===== src/rtl/serial_frame_rx.sv =====
// Serial command-frame receiver: deserialises type/data/parity words
// and presents N args plus a command as one frame on valid/ready.
module serial_frame_rx #(
   parameter  int DATA_W   = 8,
   parameter  int MAX_ARGS = 9,
   parameter  int MIN_ARGS = 2,
   localparam int NARGS_W  = $clog2(MAX_ARGS + 1)
) (
   input  logic                       clk,
   input  logic                       rst_n,
   input  logic                       din,
   input  logic                       enable_n,
   output logic                       frm_valid,
   input  logic                       frm_ready,
   output logic [DATA_W-1:0]          frm_cmd,
   output logic [MAX_ARGS*DATA_W-1:0] frm_args,
   output logic [NARGS_W-1:0]         frm_nargs,
   output logic [3:0]                 frm_status,
   output logic                       busy
);

   localparam int WORD_W = DATA_W + 2;
   localparam int CNT_W  = $clog2(WORD_W);

   typedef enum logic [1:0] {IDLE, RECV, HOLD, SKIP} state_t;

   state_t              state;
   logic [WORD_W-2:0]   sr;
   logic [CNT_W-1:0]    cnt;
   logic                par_err;
   logic                ovf;
   logic                drop_pend;

   logic [WORD_W-1:0]   word;
   logic                word_done;
   logic                word_bad;
   logic                full;
   logic                cnt_err;

   // word is only meaningful on the cycle its final (parity) bit arrives
   assign word      = {sr, din};
   assign word_done = (cnt == CNT_W'(WORD_W - 1));
   assign word_bad  = ^word;
   assign full      = (frm_nargs == NARGS_W'(MAX_ARGS));
   assign cnt_err   = ovf | (frm_nargs < NARGS_W'(MIN_ARGS));

   always_ff @(posedge clk or negedge rst_n) begin
      if (!rst_n) begin
         state      <= IDLE;
         sr         <= '0;
         cnt        <= '0;
         par_err    <= 1'b0;
         ovf        <= 1'b0;
         drop_pend  <= 1'b0;
         frm_valid  <= 1'b0;
         busy       <= 1'b0;
         frm_cmd    <= '0;
         frm_args   <= '0;
         frm_nargs  <= '0;
         frm_status <= '0;
      end else begin
         unique case (state)
            IDLE: begin
               if (!enable_n) begin
                  sr    <= (WORD_W-1)'(din);
                  cnt   <= CNT_W'(1);
                  state <= RECV;
               end
            end
            RECV: begin
               if (enable_n) begin
                  state      <= HOLD;
                  frm_valid  <= 1'b1;
                  busy       <= 1'b1;
                  frm_cmd    <= '0;
                  frm_status <= {drop_pend, 1'b1, cnt_err, par_err};
                  drop_pend  <= 1'b0;
                  cnt        <= '0;
               end else if (!word_done) begin
                  sr  <= word[WORD_W-2:0];
                  cnt <= cnt + 1'b1;
               end else begin
                  sr  <= word[WORD_W-2:0];
                  cnt <= '0;
                  if (word[WORD_W-1]) begin
                     state      <= HOLD;
                     frm_valid  <= 1'b1;
                     busy       <= 1'b1;
                     frm_cmd    <= word[WORD_W-2:1];
                     frm_status <= {drop_pend, 1'b0, cnt_err,
                                    par_err | word_bad};
                     drop_pend  <= 1'b0;
                  end else begin
                     par_err <= par_err | word_bad;
                     if (!full) begin
                        frm_args[int'(frm_nargs)*DATA_W +: DATA_W]
                           <= word[WORD_W-2:1];
                        frm_nargs <= frm_nargs + 1'b1;
                     end else begin
                        ovf <= 1'b1;
                     end
                  end
               end
            end
            HOLD: begin
               // input seen while a frame is held is lost; flag it on the next frame
               if (!enable_n) drop_pend <= 1'b1;
               if (frm_ready) begin
                  frm_valid  <= 1'b0;
                  busy       <= 1'b0;
                  frm_cmd    <= '0;
                  frm_args   <= '0;
                  frm_nargs  <= '0;
                  frm_status <= '0;
                  par_err    <= 1'b0;
                  ovf        <= 1'b0;
                  state      <= enable_n ? IDLE : SKIP;
               end
            end
            SKIP: begin
               if (enable_n) state <= IDLE;
            end
            default: state <= IDLE;
         endcase
      end
   end

endmodule

===== config.mk =====
export PLATFORM = sky130hd
export DESIGN_NAME = serial_frame_rx
export DESIGN_NICKNAME = d
export VERILOG_FILES = /design/src/rtl/serial_frame_rx.sv
export SDC_FILE = /design/constraint.sdc
export NUM_CORES = 1
export LEC_CHECK = 0
export ABC_AREA = 1
export CORE_ASPECT_RATIO = 0.6
export CORE_MARGIN = 4
export CORE_UTILIZATION = 45
export DETAILED_ROUTE_END_ITERATION = 16
export MAX_ROUTING_LAYER = met4
export PLACE_DENSITY = 0.7
export SLEW_MARGIN = 20
export SYNTH_ARGS = -nofsm -noshare
export SYNTH_HDL_FRONTEND = slang
export SYNTH_SLANG_ARGS = --single-unit
export TNS_END_PERCENT = 20

===== constraint.sdc =====
create_clock -name clk -period 3.2 [get_ports clk]
set_clock_uncertainty 0.2 [all_clocks]
set_input_delay 0.32 -clock clk [delete_from_list [all_inputs] [get_ports clk]]
set_output_delay 0.32 -clock clk [all_outputs]
set_load 0.03 [all_outputs]

==> results of run 1 <==
==> Yosys cell counts <==
| library cell | n | area share [%] |
|---|---|---|
| inv_4 | 3 | 0.36 |
| o21a_1 | 1 | 0.14 |
| buf_6 | 2 | 0.43 |
| xnor2_1 | 2 | 0.34 |
| o22ai_1 | 10 | 1.2 |
| nor2_2 | 2 | 0.24 |
| buf_1 | 1 | 0.072 |
| buf_2 | 3 | 0.29 |
| o21ai_1 | 2 | 0.19 |
| o21ai_2 | 3 | 0.51 |
| nor3_1 | 10 | 0.96 |
| nor2_4 | 6 | 1.3 |
| a21oi_1 | 15 | 1.4 |
| inv_1 | 52 | 3.8 |
| inv_2 | 3 | 0.22 |
| o31ai_1 | 1 | 0.14 |
| nand2_4 | 3 | 0.65 |
| clkbuf_1 | 10 | 0.72 |
| o21ai_0 | 33 | 3.2 |
| nand2_2 | 10 | 1.2 |
| nor2_1 | 61 | 4.4 |
| dfrtp_1 | 107 | 52 |
| nand2_1 | 224 | 16 |
| buf_4 | 4 | 0.58 |
| nand4_1 | 19 | 2.3 |
| nand3b_1 | 1 | 0.14 |
| or2_1 | 1 | 0.12 |
| clkinv_1 | 1 | 0.072 |
| xor2_1 | 2 | 0.34 |
| a21oi_4 | 2 | 0.63 |
| and3_1 | 1 | 0.12 |
| ha_1 | 6 | 1.4 |
| nand3_1 | 48 | 4.6 |
==> worst register-to-register path: stages (launching register included) <==
cell and delay (ps):
dfrtp_1 380, buf_4 200, nor3_1 380, ha_1 320, inv_1 180, nor2_1 110, inv_1 160, nor2_4 90
o21ai_2 420, o21ai_0 160
==> layer usage <==
layer	vias up	wire length, um	track usage (%)	part of all wire (%)
li1	2257	-	-	-
met1	2244	7288	34.58	50
met2	186	5862	31.94	41
met3	18	1095	5.087	7.6
met4	0	206	5.634	1.4
met5	-	0	-	0
==> per-stage QoR <==
stage | total power, mW | setup WS (ps)
detailed placement | 3.799 | 411.3
global route | 5.251 | 164.1
global placement | 3.747 | 555.7
CTS | 4.952 | 475.4
finish | 4.943 | 457.3
floorplan | 3.154 | 702.2
==> logic make-up (layout without fill, tap and decap cells) <==
kind of cell,after synthesis,in the layout
AOI/OAI and AO/OA,67,67
xor gates and xnor gates,4,4
adders and majority gates,6,6
buffers and inverters,79,175
DFF,107,107
and+or+nand+nor,386,386
==> power by group through the flow <==
stage,registers [mW],logic [mW],clock network [mW]
3_5_place_dp,1.71,2.08,0
6_report,1.70,2.10,1.14
4_1_cts,1.69,2.09,1.17
5_1_grt,1.72,2.31,1.22
3_3_place_gp,1.71,2.03,0
2_1_floorplan,1.89,1.26,0
==> state kept, by name, summed over array words and instances (netlist names) <==
signal      count
frm_status      4
frm_cmd         8
busy            1
cnt             4
drop_pend       1
frm_nargs       4
par_err         1
sr              9
frm_args       72
ovf             1
state           2
==> worst paths after layout <==
check | slack, ps | depth (start not counted) | start | endpoint
min in group asynchronous | 320 | 2 | rst_n | frm_cmd[5]
worst max register to register | 460 | 9 | frm_nargs[0] | frm_args[18]
worst max-delay path | 460 | 9 | frm_nargs[0] | frm_args[18]
worst min register to register | 270 | 2 | frm_args[37] | frm_args[37]
worst min-delay path | 270 | 2 | frm_args[37] | frm_args[37]
max in group asynchronous | 1720 | 3 | rst_n | frm_args[7]
==> layout by cell type (no fill, tap or decap), types with 3 or more instances in the layout <==
cell type | netlist | layout
nor3_1 | 10 | 10
nand2_1 | 224 | 224
o22ai_1 | 10 | 10
nand4_1 | 19 | 19
inv_1 | 52 | 52
nand2_2 | 10 | 10
nand3_1 | 48 | 48
nand2_4 | 3 | 3
clkbuf_16 | 0 | 9
clkdlybuf4s50_1 | 0 | 93
inv_2 | 3 | 3
o21ai_0 | 33 | 33
ha_1 | 6 | 6
o21ai_2 | 3 | 3
a21oi_1 | 15 | 15
buf_4 | 4 | 5
inv_4 | 3 | 3
nor2_1 | 61 | 61
dfrtp_1 | 107 | 107
nor2_4 | 6 | 6
==> layout make-up <==
class / instances / area [um2]
tap: 160 / 200.2
clock buffer: 13 / 260.3
timing repair buffer: 100 / 998.5
inverter: 59 / 229.0
fill: 997 / 4715
clock inverter: 3 / 46.29
multi-input combinational: 463 / 2172
sequential: 107 / 2678
==> impl_results.md, run 1 <==
* Data required time of the worst path at ~3200 ps
* Final worst path period need at 2743 ps
* Yosys reg bits at between 100 and 150
* Slew @ Worst Pin at around 790 ps
* DRT antenna net count at 0
* Overflow after GRT at 0
* Syn Std Cell Area at about 5200 um2
* Synth cell types at 33
* CP cell instances: buf_4 > nor3_1 > ha_1 > inv_1 > nor2_1 > inv_1 > nor2_4 > o21ai_2 > o21ai_0
* Via/cell ratio at just over 5
* Num CTS Buffers at 9
* Fmax at between 0.3 and 0.4 GHz
* Synth Area in Adders at 1.447%
* Part of the power in combinational logic at a little over two fifths
* Leakage at between 3 and 4 nW
* Crit end category: flip-flop
* Core area at ~11000 um2
* Most common cell on crit path: inv_1
* Die Y at 91.17 um
* Post-CTS Hold Buffers at 1
* First-pass GRT wire length at between 20000 and 25000 um
* Ys Warns at 0
* Slowest-stage cell, CP: o21ai_2
* Final core occ at a little under 60%
* Setup TNS at 0 ps
* Placed Instance Area at 6267 um2
* RSZ-0062 raised after global routing: false
* Synth Area per Inst at 7.993 um2
* Fin. Hold Viols at 0
* Initial antenna violation count at 0
* Post-synthesis sequential area ratio at ~52%
* Part of the power in registers at roughly 34%
* Detailed Routing Iterations Pass 1 at 5
* Proportion of synthesized area in mux cells at 0%
* Final setup viols at 0
* Max Transition Viols Final at 0
* Non-Filler Instances at between 900 and 1000
* Share of layout cells above drive strength 1 at 6.980%
* Top cell family by delay on the critical path: compound AO/OA/AOI/OAI gates
* Switching Share at between 40% and 50%
* Max FO, Critical Path at 15
* Clock tree root driver cell: clkbuf_16
* Die footprint at roughly 13000 um2
* Die width at about 150 um
* Final WL at approximately 14000 um
* Post-Synth XOR/XNOR Area at 0.6753%
* Crit Path Class: flip-flop to flip-flop
* Largest family of logic cells by synthesized area: simple AND/OR/NAND/NOR gates
* Min Hold Slack at 273.2 ps
* HP Class: flip-flop to flip-flop
* Number of port buffers at 94
* Clk Latency, worst-skew pair at between 300 and 400 ps
* Internal cell power at 2.776 mW
* Initial Util at between 40% and 50%
* Diode count at 0
* GP Congestion at about 0.94
* Core Rows at 30
* Post-route cell area at 6584 um2
* Clock network power share at between 20% and 30%
* H-tree depth at 3
* Sw Pwr at between 2 and 2.5 mW
* Startpoint types: flip-flop
* Compound-gate portion of the synthesized area at 7.453%
* Residual DRC count at 0
* Detailed placement HPWL at between 10000 and 15000 um
* Clock slew at reported path FFs at approximately 70 ps
* VDD IR max at 0.0004108 V
* Max stage delay on crit path at around 420 ps
* Post_cts resized at 0
* Wire per inst at roughly 16 um
* Fin crit share at a little under nine tenths
* WP buf/inv at 3
* Pwr per Cell Area at between 700 and 800 nW/um2
* Vias at between 4000 and 5000
* Mapped Cells at 649
* Status: finished, final reports clean
* Cells after DPL at 888
* Clk buf depth at 2
* Max_cap viols at 0
* Initial DRC count at 354
* CTS Sinks at around 110
* Simple-Gate Fraction of Synth Area at approximately 32%
* Vias in the first global route at 4657
* Syn_nets at 660
* Slew headroom at a little under half
* Final net count at 751
* Layout Area Growth over Synthesis at 26.92%
* CTS tree: yes
* Largest net degree at the start of global routing at between 60 and 70
* Tot GR Track Use at 23.15%
* I/O pin cnt at 95
* Arr. time, crit path at approximately 2800 ps
* Post-CTS setup buffers at 0
No activity file was read; power rests on OpenSTA's default activity.
==> inputs of run 2 (changes only) <==
- PLACE_DENSITY: 0.7 -> 0.73
- TNS_END_PERCENT: 20 -> 10
- clock period: 3.2 -> 2.5 ns (I/O delays scaled with it)
==> run 2 against run 1 <==
Effect of this change:
- worst hold slack worse by 120 ps
- largest power group unchanged
- sequential share of layout area down 1.0 points
- wire length up 1.7%
- first-iteration DRC count up 44%
- highest routed layer unchanged
- register-to-register slack worse by 310 ps
- global-route usage down 0.16 points
==> impl_results.md, run 2 (same netlist as run 1, synthesis figures left out) <==
* Number of port buffers at 94 (unchanged)
* Pwr per Cell Area at 982.8 nW/um2 (was 750.8 nW/um2)
* DRT antenna net count at 0 (unchanged)
* GP Congestion at 0.9100 (was 0.9385)
* Largest net degree at the start of global routing at 55 (was 62)
* Die footprint at 13370 um2 (unchanged)
* Die Y at 91.17 um (unchanged)
* Biggest regs: frm_args: 72 flops, sr: 9 flops, frm_cmd: 8 flops (unchanged)
* Via/cell ratio at 5.228 (was 5.199)
* Layout Area Growth over Synthesis at 30.20% (was 26.92%)
* Clock slew at reported path FFs at 70 ps (about the same)
* H-tree depth at 3 (unchanged)
* Initial DRC count at 510 (was 354)
* Crit Path Class: flip-flop to flip-flop (unchanged)
* RSZ-0062 raised after global routing: true (was false)
* Data required time of the worst path at 2530 ps (was 3210 ps)
* Max Transition Viols Final at 0 (unchanged)
* Startpoint types: flip-flop (unchanged)
* Final setup viols at 0 (unchanged)
* First-pass GRT wire length at 24030 um (was 24140 um)
* Fin crit share at 93.99% (was 85.71%)
* Arr. time, crit path at 2380 ps (was 2750 ps)
* Most frequent cells in the layout: nand2_1 (223), dfrtp_1 (107), clkdlybuf4s50_1 (93) (was nand2_1 (224), dfrtp_1 (107), clkdlybuf4s50_1 (93))
* Vias at 4810 (was 4705)
* VDD IR max at 0.0005275 V (was 0.0004108 V)
* Detailed placement HPWL at 10630 um (was 10540 um)
* Share of layout cells above drive strength 1 at 9.342% (was 6.980%)
* CP cell instances: inv_1 > ha_1 > inv_1 > nor2_4 > nand2_2 > nor2_4 > o21ai_4 > buf_12 > nand2_1 > o21ai_0 (was buf_4 > nor3_1 > ha_1 > inv_1 > nor2_1 > inv_1 > nor2_4 > o21ai_2 > o21ai_0)
* Crit end category: flip-flop (unchanged)
* Final WL at 14700 um (was 14450 um)
* CTS Sinks at 107 (unchanged)
* Leakage at 3.233 nW (was 3.136 nW)
* I/O pin cnt at 95 (unchanged)
* R2R setup slack at 150 ps (was 460 ps)
* Setup TNS at 0 ps (unchanged)
* Status: finished, final reports clean (unchanged)
* Tot GR Track Use at 22.99% (was 23.15%)
* CTS tree: yes (unchanged)
* Most common cell after layout, fill and taps aside: nand2_1 (unchanged)
* Slew headroom at 68.82% (was 47.13%)
* Fmax at 0.4256 GHz (was 0.3646 GHz)
* Overflow after GRT at 0 (unchanged)
* Clk Latency, worst-skew pair at 350 ps (about the same)
* Final net count at 766 (was 751)
* FF-to-FF path depth at 10 (was 9)
* Clock tree root driver cell: clkbuf_16 (unchanged)
* Clk buf depth at 2 (unchanged)
* Die width at 146.6 um (unchanged)
* HP Class: primary input to async pin (was flip-flop to flip-flop)
* Num CTS Buffers at 9 (unchanged)
* Non-Filler Instances at 920 (was 905)
* Final worst path period need at 2350 ps (was 2743 ps)
* Residual DRC count at 0 (unchanged)
* Wire per inst at 15.98 um (was 15.97 um)
* Detailed Routing Iterations Pass 1 at 7 (was 5)
* Max FO, Critical Path at 15 (unchanged)
* Cells after DPL at 900 (was 888)
* Vias in the first global route at 4620 (was 4657)
* Diode count at 0 (unchanged)
* Largest reg by FF count: frm_args (unchanged)
* Core area at 11300 um2 (unchanged)
* Max_cap viols at 0 (unchanged)
* Initial Util at 45.91% (unchanged)
* Max stage delay on crit path at 430 ps (was 420 ps)
* Largest register FFs at 72 (unchanged)
* Slowest-stage cell, CP: dfrtp_1 (was o21ai_2)
* Slew @ Worst Pin at 467.2 ps (was 792.2 ps)
* Fin. Hold Viols at 0 (unchanged)
* Initial antenna violation count at 0 (unchanged)
* Core Rows at 30 (unchanged)
[run 2: routing by layer]
metal  track usage (%)  wire length, um  up-vias
li1                  -                -     2284
met1             34.86             7430     2287
met2             31.71             6093      221
met3             4.638             1040       18
met4             5.008              133        0
met5                 -                0        -
[run 2: timing repair]
action                                  4_1_cts  5_1_grt
hold buffers                                  1        0
endpoints found under the setup margin        2       42
setup buffers                                 0        3
endpoints found under the hold margin        26        0
pin swaps                                     0        2
resized for setup                             1        5
[run 2: worst paths after layout]
path                         startpoint      endpoint
hold reg to reg            frm_args[31]  frm_args[31]
hold / removal                    rst_n  frm_args[65]
max in group asynchronous         rst_n  frm_args[56]
setup reg to reg           frm_nargs[1]  frm_args[18]
min in group clk           frm_args[31]  frm_args[31]
setup / recovery           frm_nargs[1]  frm_args[18]
[run 2: layout make-up]
class                   instances  area [um2]
clock buffers                  12       256.5
clock inverters                 4       72.57
fillers                       964        4544
inverters                      59       234.0
multi-input cells             463        2190
flip-flops and latches        107        2678
well taps                     160       200.2
repair buffers                115        1124
[run 2: power breakdown]
group	switching [mW]	internal (mW)
registers	0.206	1.96
clock network	0.642	0.932
logic	1.99	0.898
total	2.84	3.80
[run 2: metrics by stage]
stage                     power (mW)  area [um2]  worst slack, ps  hold WS [ps]  utilization, %
final                          6.638        6754            150.2         157.2           59.78
after global routing           7.018        6754            1.034         183.4           59.78
after CTS                      6.564        6704            97.99         160.4           59.34
after detailed placement       4.974        6357            23.44        -7.606           56.27
after global placement         4.896        6357            130.7        -21.19           56.27
after floorplan                4.038        5187            2.180        -245.6               -
[run 2: critical path, delay by kind of cell (launching register included)]
| family | cells | cell delay [ps] |
|---|---|---|
| AOI/OAI and AO/OA | 2 | 180 |
| adders and majority gates | 1 | 380 |
| buffers and inverters | 3 | 420 |
| DFF | 1 | 430 |
| and+or+nand+nor | 4 | 600 |
